**src/rtl/vga_scanout_pkg.sv**
```systemverilog
// Shared types and default 640x480@60 timing for the VGA scanout block.
package vga_scanout_pkg;

  typedef struct packed {
    logic [3:0] r;
    logic [3:0] g;
    logic [3:0] b;
  } color_t;

  localparam color_t COLOR_UNDERRUN = 12'hF0F;

  localparam int VGA_H_VIS  = 640;
  localparam int VGA_H_FP   = 16;
  localparam int VGA_H_SYNC = 96;
  localparam int VGA_H_BP   = 48;
  localparam int VGA_V_VIS  = 480;
  localparam int VGA_V_FP   = 10;
  localparam int VGA_V_SYNC = 2;
  localparam int VGA_V_BP   = 33;

  // Half-open window test lo <= c < hi on a raster counter.
  function automatic logic in_win(input logic [9:0] c, input logic [9:0] lo,
                                  input logic [9:0] hi);
    return (c >= lo) && (c < hi);
  endfunction

endpackage

```
**src/rtl/vga_delay_line.sv**
```systemverilog
// pix_ce-gated shift register used to align raster control with the frame
// source's fixed response latency. Output is the DEPTH-th stage.
module vga_delay_line #(
  parameter int WIDTH = 1,
  parameter int DEPTH = 1
) (
  input  logic             clk,
  input  logic             rst,
  input  logic             pix_ce,
  input  logic [WIDTH-1:0] din,
  output logic [WIDTH-1:0] dout
);

  logic [DEPTH-1:0][WIDTH-1:0] pipe;

  // Shift one stage per pixel tick; reset flushes to all-zero.
  always_ff @(posedge clk) begin
    if (rst) begin
      pipe <= '0;
    end else if (pix_ce) begin
      pipe[0] <= din;
      for (int i = 1; i < DEPTH; i++) pipe[i] <= pipe[i-1];
    end
  end

  assign dout = pipe[DEPTH-1];

endmodule

```
**src/rtl/vga_scanout.sv**
```systemverilog
// VGA raster generator + pixel-fetch front end. Runs h/v counters, issues
// per-pixel requests, realigns returned data with sync over LAT pixel ticks
// and drives registered pins with sticky underrun detection.
// Optional build macro VGA_TEST_PATTERN_EN adds a pattern_sel input that
// replaces fetched pixels with an internal coordinate pattern.
module vga_scanout
  import vga_scanout_pkg::*;
#(
  parameter int H_VIS  = VGA_H_VIS,
  parameter int H_FP   = VGA_H_FP,
  parameter int H_SYNC = VGA_H_SYNC,
  parameter int H_BP   = VGA_H_BP,
  parameter int V_VIS  = VGA_V_VIS,
  parameter int V_FP   = VGA_V_FP,
  parameter int V_SYNC = VGA_V_SYNC,
  parameter int V_BP   = VGA_V_BP,
  parameter int LAT    = 2
) (
  input  logic       clk,
  input  logic       rst,
  input  logic       pix_ce,
  output logic       px_req,
  output logic [9:0] px_x,
  output logic [9:0] px_y,
  input  color_t     px_data,
  input  logic       px_valid,
  output logic       frame_start,
  output logic       underrun,
  input  logic       underrun_clr,
  output color_t     vga_color,
  output logic       vga_hs,
  output logic       vga_vs
`ifdef VGA_TEST_PATTERN_EN
  ,
  input  logic       pattern_sel
`endif
);

  localparam int H_TOTAL = H_VIS + H_FP + H_SYNC + H_BP;
  localparam int V_TOTAL = V_VIS + V_FP + V_SYNC + V_BP;

  logic [9:0] h, v;
  logic       active, hs_raw, vs_raw, pat_on;
  logic       d_act, d_hs, d_vs, d_pat;

  // Raster counters: h wraps each line and bumps v, v wraps each frame.
  always_ff @(posedge clk) begin
    if (rst) begin
      h <= '0;
      v <= '0;
    end else if (pix_ce) begin
      if (h == 10'(H_TOTAL - 1)) begin
        h <= '0;
        v <= (v == 10'(V_TOTAL - 1)) ? '0 : v + 10'd1;
      end else begin
        h <= h + 10'd1;
      end
    end
  end

  assign active = (h < 10'(H_VIS)) && (v < 10'(V_VIS));
  assign hs_raw = in_win(h, 10'(H_VIS + H_FP), 10'(H_VIS + H_FP + H_SYNC));
  assign vs_raw = in_win(v, 10'(V_VIS + V_FP), 10'(V_VIS + V_FP + V_SYNC));

`ifdef VGA_TEST_PATTERN_EN
  assign pat_on = pattern_sel;
`else
  assign pat_on = 1'b0;
`endif

  // rst gating keeps the request strobes quiet while reset is held.
  assign px_req      = pix_ce & ~rst & active & ~pat_on;
  assign frame_start = pix_ce & ~rst & (h == '0) & (v == '0);
  assign px_x        = h;
  assign px_y        = v;

`ifdef VGA_TEST_PATTERN_EN
  // Coordinates and the pattern select ride along only when the pattern
  // generator needs them at the output stage.
  localparam int DW = 24;
  logic [DW-1:0] dl_in, dl_out;
  logic [9:0]    d_x, d_y;
  color_t        pat_color;
  assign dl_in = {pattern_sel, active, hs_raw, vs_raw, h, v};
  assign {d_pat, d_act, d_hs, d_vs, d_x, d_y} = dl_out;
  assign pat_color = '{r: d_x[7:4], g: d_y[7:4], b: {4{d_x[5] ^ d_y[5]}}};
`else
  localparam int DW = 3;
  logic [DW-1:0] dl_in, dl_out;
  color_t        pat_color;
  assign dl_in = {active, hs_raw, vs_raw};
  assign {d_act, d_hs, d_vs} = dl_out;
  assign d_pat = 1'b0;
  assign pat_color = '0;
`endif

  vga_delay_line #(.WIDTH(DW), .DEPTH(LAT)) u_dly (
    .clk    (clk),
    .rst    (rst),
    .pix_ce (pix_ce),
    .din    (dl_in),
    .dout   (dl_out)
  );

  // Pin register: syncs are active-low; colour is blanked outside the
  // delayed visible window; missing data is flagged and painted magenta.
  always_ff @(posedge clk) begin
    if (rst) begin
      vga_color <= '0;
      vga_hs    <= 1'b1;
      vga_vs    <= 1'b1;
      underrun  <= 1'b0;
    end else if (pix_ce) begin
      vga_hs <= ~d_hs;
      vga_vs <= ~d_vs;
      if (!d_act)        vga_color <= '0;
      else if (d_pat)    vga_color <= pat_color;
      else if (px_valid) vga_color <= px_data;
      else               vga_color <= COLOR_UNDERRUN;
      // Set has priority over clear.
      if (d_act && !d_pat && !px_valid) underrun <= 1'b1;
      else if (underrun_clr)            underrun <= 1'b0;
    end
  end

endmodule
```
**config.mk**
```make
export PLATFORM = sky130hd
export DESIGN_NAME = vga_scanout
export DESIGN_NICKNAME = d
export VERILOG_FILES = /design/src/rtl/vga_scanout_pkg.sv /design/src/rtl/vga_delay_line.sv /design/src/rtl/vga_scanout.sv
export SDC_FILE = /design/constraint.sdc
export NUM_CORES = 1
export LEC_CHECK = 0
export ABC_AREA = 1
export CORE_AREA = 2 2 66 68
export DETAILED_ROUTE_END_ITERATION = 12
export DIE_AREA = 0 0 68 70
export PLACE_DENSITY = 0.9
export SLEW_MARGIN = 0
export SYNTH_ARGS = -nofsm -noshare
export SYNTH_HDL_FRONTEND = slang
export SYNTH_HIERARCHICAL = 1
export SYNTH_SLANG_ARGS = --single-unit
```
**constraint.sdc**
```tcl
create_clock -name clk -period 2.5 [get_ports clk]
set_input_delay 0.375 -clock clk [delete_from_list [all_inputs] [get_ports clk]]
set_output_delay 0.375 -clock clk [all_outputs]
set_load 0.1 [all_outputs]
```
==> run summary <==
The synthesized netlist devotes 10.4% of its cell area to compound gates. The H-tree depth was 2. Summing over every cut layer, the via total after detailed routing is 1999. From left edge to right edge, the die measures 68 um. Maximum clock skew at final layout: 3.75 ps.

The largest family of logic cells by synthesized area is simple AND/OR/NAND/NOR gates. The layout has 373 filler cells. The startpoint identified for the worst register-to-register timing path is px_y[0]$_SDFFE_PP0P_. The worst setup path is captured at a primary output.

The area of the core is 4140 um2, and the via count of the first global-routing pass is 1821. By startpoint and endpoint, the worst setup path is classified as in2out. The count of buffers inserted at the top-level ports is 53. The kind of path behind the tightest hold check is reg2reg. The power density over the cells works out to 509 nW/um2. Leakage component of the power: 1.19 nW. Slew of the pin with the lowest slew margin: 486 ps.

The average instance in the mapped netlist occupies 6.77 um2. The layout overhead on the synthesized area was 29.5%. The run finished with clean final reports.

The fraction of layout instances using a drive strength above 1 was 18.0%; the synthesized-area fraction occupied by adder cells was 2.47%. For the final hold violation count, the log shows 0. The portion of synthesized area spent on multiplexers is 0%. The share of synthesized area occupied by flip-flops and latches is 40.6%, and the post-synthesis cell area is 2020 um2. On the worst path, the slowest cell contributes a delay of 420 ps.

On the final layout, the worst hold slack is 447 ps. In this run the post-CTS setup repair buffer count came out at 0. The worst supply voltage drop on vdd came out at 0.383 mV. In the synthesized netlist the async set-or-reset flop fraction comes to 0%.

In the layout the commonest cells are sky130_fd_sc_hd__nand2_1, sky130_fd_sc_hd__nor2_1, sky130_fd_sc_hd__inv_1, sky130_fd_sc_hd__dfxtp_1, sky130_fd_sc_hd__buf_4. Of the available clock period, the critical path in the final layout requires 80.2%. The logs give 5 for the number of clock buffers inserted by TritonCTS and 0 for the count of nets left with antenna violations after detail routing. For this design, the CTS-stage hold fixing added 0 buffers. The wire length of the first global-routing pass is 7770 um, and the later-pin clock latency in the skew report is 300 ps.

The post-route minimum period works out to 2010 ps. The sum of routed wire length over all layers was 4700 um; the initial antenna violation count was 0. Overall die area: 4760 um2. The run gives 0 as the count of max-cap constraint violations. The cell sitting at the root of the clock tree is a sky130_fd_sc_hd__clkbuf_8. In this run the worst setup path terminates at frame_start. Across all register-to-register paths, the minimum setup slack is 1020 ps. Summing the areas of all and, or, nand and nor instances in the mapped netlist gives 34.7% of the synthesized area.

For the worst slew margin relative to its limit, the log shows 67.4%. For this run, the top clock speed supported by timing is 498 MHz. The wire-length estimate of the detail-placed layout is 3510 um. At the worst endpoint, the arrival time is 1630 ps. For this design, the sink count on the clock tree is 41.

Counting flops with a built-in enable in the synthesized netlist gives 0. Setup repair after global routing left no endpoint under its margin. The tools report the number of gates resized after CTS as 0. 0 antenna diodes ended up in the layout.

When the netlist entered floorplanning its net count stood at 320. The most critical setup path has its startpoint at rst. The global placer's final weighted congestion was 0.852. The total overflow left after global routing is 0. The count of yosys warnings during synthesis was 6; the required time at the worst-slack endpoint was 2120 ps.

The tools report the number of instances in the synthesized netlist as 299. The highest fanout seen on the critical path is 3, and the mean routed wirelength per cell is 11.5 um. The logs give 59 for the detailed router's first-iteration violation count and 63.2% for the utilization after layout. The total iterations of the first detailed-routing run was 4.

The library cell used most frequently in the layout, excluding fill and tap cells, is sky130_fd_sc_hd__nand2_1. TritonCTS built the clock tree. After clock tree synthesis, the clock-pin slew on the worst setup and hold paths is 80 ps. The max-slew violation count came out at 0. Parity-gate share of the synthesized area counting xor and xnor cells: 0.866%. After floorplanning, the core was divided into 24 placement rows.

Startpoint type of the worst setup path: a primary input. Global routing used 20.9% of the available tracks across all layers. Endpoint of the most critical register-to-register path: px_y[8]$_SDFFE_PP0P_. Entering global routing, the biggest net connects 21 pins. Counting cells, the worst reg-to-reg path comes to 8.

The worst-path cell with the longest stage delay is sky130_fd_sc_hd__clkdlybuf4s50_1. The count of different cell masters after synthesis came out at 28. Number of synthesized register bits: 41. The placement-stage cell area is 2530 um2.

For the final sum of negative setup slack, the log shows 0 ps. For this run, the post-layout net count is 375. Once the floorplan was initialized, standard cells occupied 48.8% of the core.

The via count normalized by instance count is 4.91. The critical path goes through clkdlybuf4s50_1 > inv_1 > nand2_1 > nor3_1 > nand3_1 > nor2_2 > buf_12. The height of the chip is 70 um. The clock passes through at most 2 buffers. In the routed design, unresolved DRC markers number 0. Among all flip-flop cells after synthesis, the most frequent one is sky130_fd_sc_hd__dfxtp_1. Setup violations remaining at the end of the flow were counted as 0.

The finished cells cover 2620 um2. Pin placement for this block handled 54 I/O pins.
power breakdown:
part           leakage [nW]  internal (W)  switching (W)  total, W
clock network        0.0439      0.000193       0.000235  0.000428
registers             0.333      0.000669      0.0000103  0.000680
logic                 0.812     0.0000697       0.000157  0.000227
total                  1.19      0.000932       0.000403   0.00133
flip-flops by register name (all words and copies together), names as in the netlist:
signal / cells
vga_color: 12
u_dly/dout: 3
px_y: 10
underrun: 1
u_dly/pipe: 3
vga_hs: 1
px_x: 10
vga_vs: 1
cell usage after synthesis (2+ instances only):
cell type,number,share of area (%)
sky130_fd_sc_hd__buf_4,3,1.1
sky130_fd_sc_hd__nor2_4,2,1.1
sky130_fd_sc_hd__ha_1,4,2.5
sky130_fd_sc_hd__nand2_1,68,13
sky130_fd_sc_hd__o21ai_0,16,4.0
sky130_fd_sc_hd__buf_6,2,1.1
sky130_fd_sc_hd__nor3_1,6,1.5
sky130_fd_sc_hd__nand2_2,4,1.2
sky130_fd_sc_hd__nand3_1,14,3.5
sky130_fd_sc_hd__a22oi_1,4,1.5
sky130_fd_sc_hd__nor2_1,57,11
sky130_fd_sc_hd__nand2_4,2,1.1
sky130_fd_sc_hd__inv_2,2,0.37
sky130_fd_sc_hd__clkbuf_1,2,0.37
sky130_fd_sc_hd__xor2_1,2,0.87
sky130_fd_sc_hd__a21oi_1,16,4.0
sky130_fd_sc_hd__dfxtp_1,41,41
sky130_fd_sc_hd__nor4_1,2,0.62
sky130_fd_sc_hd__nor2_2,3,0.93
sky130_fd_sc_hd__inv_1,41,7.6
cell type report:
cell class	count	area [um2]	area share (%)
Tap cell	52	65.1	2.48
Sequential cell	41	821	31.3
Clock buffer	5	68.8	2.63
Clock inverter	3	17.5	0.669
Inverter	44	165	6.30
Timing Repair Buffer	56	485	18.5
Multi-Input combinational cell	206	997	38.1
metrics by stage:
step | power [W] | worst slack (ps) | cells
2_1_floorplan | 0.000857 | -273 | 299
3_3_place_gp | 0.000919 | 471 | 399
3_5_place_dp | 0.000922 | 470 | 399
4_1_cts | 0.00135 | 473 | 407
5_1_grt | 0.00139 | 373 | 407
6_report | 0.00133 | 494 | 407
worst max-delay path, delay by kind of cell:
family | cells | cell delay [ps]
simple gates | 4 | 570
buf+inv | 3 | 690
cell families after synthesis:
group                      after synthesis
xor gates and xnor gates                 2
buffers and inverters                   52
AOI/OAI and AO/OA                       39
and+or+nand+nor                        161
adders and majority gates                4
DFF                                     41
worst min-delay path by stage:
stage               slack, ps                       start                    endpoint  depth (start not counted)
floorplan                 450  u_dly/pipe[1]$_SDFFE_PP0P_  u_dly/pipe[1]$_SDFFE_PP0P_                          2
global placement          420  u_dly/dout[1]$_SDFFE_PP0P_         vga_hs$_SDFFE_PP1P_                          1
detailed placement        440  u_dly/dout[0]$_SDFFE_PP0P_         vga_vs$_SDFFE_PP1P_                          1
CTS                       450  u_dly/dout[0]$_SDFFE_PP0P_         vga_vs$_SDFFE_PP1P_                          1
global route              470  u_dly/dout[1]$_SDFFE_PP0P_         vga_hs$_SDFFE_PP1P_                          1
finish                    450  u_dly/dout[0]$_SDFFE_PP0P_         vga_vs$_SDFFE_PP1P_                          1
routing by layer:
layer	share of wire (%)	up-vias	global-route usage, %
met4	0.94	0	6.00
li1	-	1037	-
met5	0	-	0
met2	49	63	34.7
met3	6.4	6	5.80
met1	44	893	25.8
Note: power is estimated with default switching activity, not from simulation.
